`config.mk`:
```
export PLATFORM = sky130hd
export DESIGN_NAME = bip_datapath
export DESIGN_NICKNAME = d
export VERILOG_FILES = /design/src/rtl/bip_pkg.sv /design/src/rtl/bip_alu.sv /design/src/rtl/bip_datapath.sv
export SDC_FILE = /design/constraint.sdc
export NUM_CORES = 1
export LEC_CHECK = 0
export ABC_CLOCK_PERIOD_IN_PS = 2400
export CAP_MARGIN = 20
export CORE_ASPECT_RATIO = 1.75
export CORE_MARGIN = 4
export CORE_UTILIZATION = 30
export DETAILED_ROUTE_END_ITERATION = 8
export PLACE_DENSITY = 0.57
export SLEW_MARGIN = 20
export SYNTH_ARGS = -nofsm -noshare
export SYNTH_HDL_FRONTEND = slang
export SYNTH_SLANG_ARGS = --single-unit
```
`constraint.sdc`:
```
create_clock -name i_clk -period 2.4 [get_ports i_clk]
set_input_delay 0.48 -clock i_clk [delete_from_list [all_inputs] [get_ports i_clk]]
set_output_delay 0.48 -clock i_clk [all_outputs]
set_load 0.05 [all_outputs]
```
`src/rtl/bip_pkg.sv`:
```
// Shared encodings and default widths for the BIP-I accumulator datapath.
package bip_pkg;

  localparam int DEF_NB_DATA    = 16;
  localparam int DEF_NB_OPERAND = 11;
  localparam int DEF_NB_ADDR    = 11;
  localparam int DEF_NB_OPCODE  = 5;

  localparam logic [1:0] SELA_MEM = 2'b00;
  localparam logic [1:0] SELA_IMM = 2'b01;
  localparam logic [1:0] SELA_ALU = 2'b10;
  localparam logic [1:0] SELA_ACC = 2'b11;

  localparam logic OP_ADD = 1'b0;
  localparam logic OP_SUB = 1'b1;

endpackage

```
`src/rtl/bip_alu.sv`:
```
// Combinational add/subtract unit; result wraps modulo 2^NB_DATA.
module bip_alu
  import bip_pkg::*;
#(
  parameter int NB_DATA = DEF_NB_DATA
) (
  input  logic [NB_DATA-1:0] i_a,
  input  logic [NB_DATA-1:0] i_b,
  input  logic               i_op,
  output logic [NB_DATA-1:0] o_result
);

  always_comb begin
    o_result = i_a + i_b;
    if (i_op == OP_SUB) o_result = i_a - i_b;
  end

endmodule

```
`src/rtl/bip_datapath.sv`:
```
// BIP-I datapath: accumulator, operand sign extension, source muxes and ALU.
// Define BIP_DATAPATH_FLAGS_EN to add the o_zero / o_neg status outputs.
module bip_datapath
  import bip_pkg::*;
#(
  parameter int NB_DATA    = DEF_NB_DATA,
  parameter int NB_OPERAND = DEF_NB_OPERAND,
  parameter int NB_ADDR    = DEF_NB_ADDR,
  parameter int NB_OPCODE  = DEF_NB_OPCODE
) (
  input  logic                  i_clk,
  input  logic                  i_rst,
  input  logic [1:0]            i_SelA,
  input  logic                  i_SelB,
  input  logic                  i_WrAcc,
  input  logic                  i_op,
  input  logic [NB_OPERAND-1:0] i_operand,
  input  logic [NB_DATA-1:0]    i_data_memory,
  output logic [NB_ADDR-1:0]    o_addr,
`ifdef BIP_DATAPATH_FLAGS_EN
  output logic                  o_zero,
  output logic                  o_neg,
`endif
  output logic [NB_DATA-1:0]    o_data_memory
);

  logic [NB_DATA-1:0] r_acc;
  logic [NB_DATA-1:0] w_ext;
  logic [NB_DATA-1:0] w_mux_b;
  logic [NB_DATA-1:0] w_alu;
  logic [NB_DATA-1:0] w_mux_a;

  // NB_OPCODE only exists so the parameter list matches the control unit.
  if (NB_DATA <= NB_OPERAND || NB_OPCODE < 1) begin : g_bad_params
    $error("bip_datapath: NB_DATA must exceed NB_OPERAND and NB_OPCODE must be positive");
  end

  assign w_ext   = {{(NB_DATA-NB_OPERAND){i_operand[NB_OPERAND-1]}}, i_operand};
  assign w_mux_b = i_SelB ? w_ext : i_data_memory;

  bip_alu #(
    .NB_DATA (NB_DATA)
  ) u_alu (
    .i_a      (r_acc),
    .i_b      (w_mux_b),
    .i_op     (i_op),
    .o_result (w_alu)
  );

  always_comb begin
    w_mux_a = r_acc;
    case (i_SelA)
      SELA_MEM: w_mux_a = i_data_memory;
      SELA_IMM: w_mux_a = w_ext;
      SELA_ALU: w_mux_a = w_alu;
      default:  w_mux_a = r_acc;
    endcase
  end

  always_ff @(posedge i_clk or posedge i_rst) begin
    if (i_rst) begin
      r_acc <= '0;
    end else if (i_WrAcc) begin
      r_acc <= w_mux_a;
    end
  end

  if (NB_ADDR <= NB_OPERAND) begin : g_addr_trunc
    assign o_addr = i_operand[NB_ADDR-1:0];
  end else begin : g_addr_zext
    assign o_addr = {{(NB_ADDR-NB_OPERAND){1'b0}}, i_operand};
  end

  assign o_data_memory = r_acc;

`ifdef BIP_DATAPATH_FLAGS_EN
  assign o_zero = (r_acc == '0);
  assign o_neg  = r_acc[NB_DATA-1];
`endif

endmodule

```
==> Yosys cells after proc, flatten, opt, wreduce, memory -nomap -nowiden <==
Cells that the tools add are included.
{ "word_totals": {"regBits": 16, "input_bits": 34, "out_inout_bits": 27, "wordCells": 11} }
{ "classes": {"n_addsub": 2, "n_eq_ne": 2, "mux": 3, "n_reduce_logical": 3} }
{ "ops": {"columns": ["operator", "n"], "rows": [
  ["16-bit one-hot mux with 3 select lines", 1],
  ["16-bit two-way mux", 2],
  ["16-bit adder", 1],
  ["16-bit subtractor", 1],
  ["3-bit nonzero test", 1],
  ["2-bit by 1-bit equality test with 1-bit output (second input constant)", 1],
  ["2-bit equality test (second input constant)", 1],
  ["2-bit zero test", 1],
  ["2-bit AND reduction", 1]
]} }

==> Longest topological paths before layout <==
{ "logic_depth": {"ltp_word": 4, "ltp_mapped": 16, "ltp_nobuf": 13} }

==> Modules after synthesis <==
From an unflattened synthesis, not the netlist that was laid out.
{ "unflattened": {"hier_cells": 270, "area_unflattened_um2": 2173.3} }
{ "modules_own_cells": {"columns": ["mod", "n_inst", "cells_per_inst", "area_per_inst_um2", "seq_area_each_um2"], "rows": [
  ["bip_datapath", 1, 134, 1183.6, 400.4],
  ["bip_alu", 1, 136, 989.7, 0.0]
]} }

==> Least setup slack after synthesis <==
Ideal clock, no wire load.
{ "synth_path": {"path_kind": "input to register", "start": "in i_SelB", "end": "reg r_acc[12], in the netlist o_data_memory[12]", "setup_ns": 0.127, "t_arrival_ns": 3.621, "required_ns": 2.273, "path_slack_ns": -1.348, "path_stages": 15, "path_buffers": 3, "cell_sequence": "clkbuf_1 clkbuf_1 clkbuf_1 mux2i_1 ha_1 nor2_1 xor2_1 ha_1 nor2b_1 o21a_1 o21ai_1 a21boi_1 a21oi_1 mux2i_1 or2_2"} }
{ "synth_via": {"elab_chain_len": 4, "word_cells_on_any_way": 5, "cone_classes": "2 x add/sub; 3 x mux"} }
{ "synth_lines": {"columns": ["element", "line_no", "source"], "rows": [
  ["from (decl)", "bip_datapath.sv:14", "input logic i_SelB,"],
  ["16-bit two-way mux *", "bip_datapath.sv:39", "assign w_mux_b = i_SelB ? w_ext : i_data_memory;"],
  ["16-bit adder / 16-bit subtractor (equally long branches)", "bip_alu.sv:14, bip_alu.sv:15", null],
  ["16-bit two-way mux *", "bip_alu.sv:15", "if (i_op == OP_SUB) o_result = i_a - i_b;"],
  ["16-bit one-hot mux with 3 select lines *", "bip_datapath.sv:52", "case (i_SelA)"],
  ["to (signal assigned)", "bip_datapath.sv:64", "r_acc <= w_mux_a;"],
  ["to (decl)", "bip_datapath.sv:27", "logic [NB_DATA-1:0] r_acc;"]
]} }
Mark *: on every way between the ends. The rest lies on a longest branch, timed or not.
A chain may end at the register's enable or synchronous reset.

==> Final worst setup path <==
{ "layout_path": {"start": "in i_SelB", "end": "reg r_acc[15], in the netlist o_data_memory[15]"} }
Same word-level chain as after synthesis.

==> results.sh <==
export IMPL_hpwl_um=7080
export IMPL_tns_ns=-4.90
export IMPL_leakagePower_nw=1.97
export IMPL_status="finished with violations"
export IMPL_drive_gt1_frac=0.422
export IMPL_ir_drop_v=0.000398
export IMPL_end_kind="flop"
export IMPL_hold_ws_ns=0.522
export IMPL_fin_util=0.570
export IMPL_cts_root_buf="clkbuf_16"
export IMPL_worst_path_max_fanout=7
export IMPL_initial_utilization=0.309
export IMPL_cts_buffers=3
export IMPL_synth_cells=318
export IMPL_antenna_found_initial=0
export IMPL_cts_sinks=16
export IMPL_grt_remaining_overflow=0
export IMPL_total_power_mw=2.72
export IMPL_grt_pass1_wl_um=15100
export IMPL_largest_reg_flops=16
export IMPL_pwr_density_cell_nw_per_um2=626
export IMPL_setup_viol=14
export IMPL_synth_distinct_cells=50
export IMPL_slew_headroom=0.663
export IMPL_drv_cap=0
export IMPL_hold_path_startpoint="o_data_memory[0]"
export IMPL_final_hold_violation_count=0
export IMPL_hold_class="flop to flop"
export IMPL_ys_warn_count=0
export IMPL_rows=42
export IMPL_synth_seq_cells=16
export IMPL_layout_setup_ws_ns=-0.532
export IMPL_path_clk_slew_ns=0.06
export IMPL_final_max_slew_viol_count=0
export IMPL_die_area_um2=9390
export IMPL_dpl_instance_area_um2=3700
export IMPL_cts_tree="yes"
export IMPL_viasPerCell=5.42
export IMPL_fp_coreArea_um2=7620
export IMPL_synth_nets=372
export IMPL_hold_buffers=0
export IMPL_syn_to_final_growth_pct=84.5
export IMPL_final_cells=548
export IMPL_first_iter_violations=116
export IMPL_grt_pass1_vias=3155
export IMPL_syn_area_um2=2360
export IMPL_skew_ns=0.00442
export IMPL_ioPinCount=61
export IMPL_rsz0062_at_grt="yes"
export IMPL_place_gp_congestion=0.951
export IMPL_r2r_start="o_data_memory[0]"
export IMPL_start_kind="input port"
export IMPL_synth_avg_cell_area_um2=7.41
export IMPL_place_inst=521
export IMPL_synth_seq_area_share=0.170
export IMPL_finalCritPeriodShare=1.22
export IMPL_firstDrtPassIters=4
export IMPL_synth_edf_count=0
export IMPL_vias=2968
export IMPL_ys_async_sr_fraction=1.00
export IMPL_post_drt_wl_per_cell_um=17.5
export IMPL_io_buffers=60
export IMPL_grt_max_degree=18
export IMPL_drc_errors=0
export IMPL_h_tree_depth=1
export IMPL_layout_nets=515
export IMPL_cp_data_arrival_time_ns=3.07
export IMPL_fmax_mhz=341
export IMPL_period_needed_ns=2.93
export IMPL_crit_type="input port to flop"
export IMPL_die_w_um=75.0
export IMPL_violations="setup timing"
export IMPL_crit_required_ns=2.54
export IMPL_crit_start="i_SelB"
export IMPL_design_area_um2=4350
export IMPL_synth_ff_type="dfrtp_1"
export IMPL_cts_path_max_buffers=2
export IMPL_routed_wl_um=9560
export IMPL_die_y_um=125
export IMPL_diodes=0
export IMPL_final_antenna_net_count=0
export IMPL_insertion_delay_ns=0.26
export IMPL_dp_slack_ns=-1.25
export IMPL_worstMarginPinSlew_ns=0.503
export IMPL_grt_usage=0.205
worst max-delay path, stage by stage:
cell	delay, ns
buf_12	0.12
or4_4	0.54
o22a_1	0.24
nor2_2	0.14
a21o_1	0.19
xor2_1	0.18
ha_1	0.27
buf_4	0.14
buf_6	0.11
buf_4	0.14
nand4_1	0.12
o21ai_2	0.09
xnor2_1	0.19
o221ai_2	0.12
cell usage in the layout, fill, tap and decap left out, types with 5 or more instances in the layout:
master           netlist  layout
buf_12                 0      14
nand2b_1               7       6
nand2_1               24      24
dlygate4sd2_1          0      12
o31ai_1                5       5
a21oi_2                0       7
xor2_1                10      10
o21ai_1                4      12
inv_1                 18      15
buf_6                  0      10
o21ai_2                0       6
clkbuf_2               0       5
nor2_1                19      14
a21oi_1               23      12
buf_4                 11      93
a21o_1                 7       6
xnor2_1               11      11
mux2i_1               10       8
o21ai_0               34      18
ha_1                  19      17
dfrtp_1               16      16
clkdlybuf4s50_1        0      27
repair_timing:
item	CTS	global route
setup buffers	17	8
resized for setup	105	40
pin swaps	76	46
setup endpoints to repair	15	15
metal layers:
metal	vias up	global-route usage	part of all wire
met2	101	0.369	0.55
met5	-	0	0
li1	1432	-	-
met4	0	0.107	0.046
met3	37	0.0225	0.044
met1	1398	0.222	0.36
logic make-up (layout without fill, tap and decap cells):
kind of cell             Yosys count  count (layout)  share of synthesized area
flip-flops                        16              16                      0.170
XOR/XNOR                          21              21                     0.0781
adder cells (fa/ha/maj)           20              20                      0.109
AO/OA/AOI/OAI                    109             109                      0.294
multiplexers                      11              11                     0.0473
AND/OR/NAND/NOR                   96              96                      0.212
buffers and inverters             45             187                     0.0897
worst paths after layout:
path | to | slack [ns] | cells past startpoint
max reg2reg | o_data_memory[12] | 0.07 | 11
min reg2reg | o_data_memory[0] | 0.52 | 2
min in group asynchronous | o_data_memory[11] | 0.54 | 3
max in group asynchronous | o_data_memory[1] | 1.64 | 3
min | o_data_memory[0] | 0.52 | 2
max | o_data_memory[15] | -0.53 | 14
synthesized netlist by cell type (all sizes together) (4+ instances only):
library cell	count	area [µm²]
a21o	7	52.6
a21oi	23	115
a31oi	4	25.0
and3	6	37.5
buf	14	95.1
clkbuf	13	48.8
dfrtp	16	400
ha	19	238
inv	18	67.6
mux2i	10	100
nand2	24	90.1
nand2b	7	43.8
nand3	5	25.0
nor2	19	71.3
nor3	11	66.3
nor3b	8	60.1
o21a	4	30.0
o21ai	38	190
o21bai	4	30.0
o221ai	4	41.3
o31ai	5	37.5
or3	5	31.3
xnor2	11	96.3
xor2	10	87.6
report_power, final:
part           internal (mW)  switching, mW  total (mW)
Clock                  0.255          0.138       0.393
Combinational          0.919           1.03        1.95
Sequential             0.326         0.0581       0.384
Total                   1.50           1.22        2.72
area by class of cell:
class / count / area [µm²]
inverter: 18 / 70.1
clock buffer: 4 / 88.8
multi-input combinational: 257 / 2150
tap: 88 / 110
fill: 661 / 3270
timing repair buffer: 165 / 1530
sequential: 16 / 400
No activity file was read; power rests on OpenSTA's default activity.
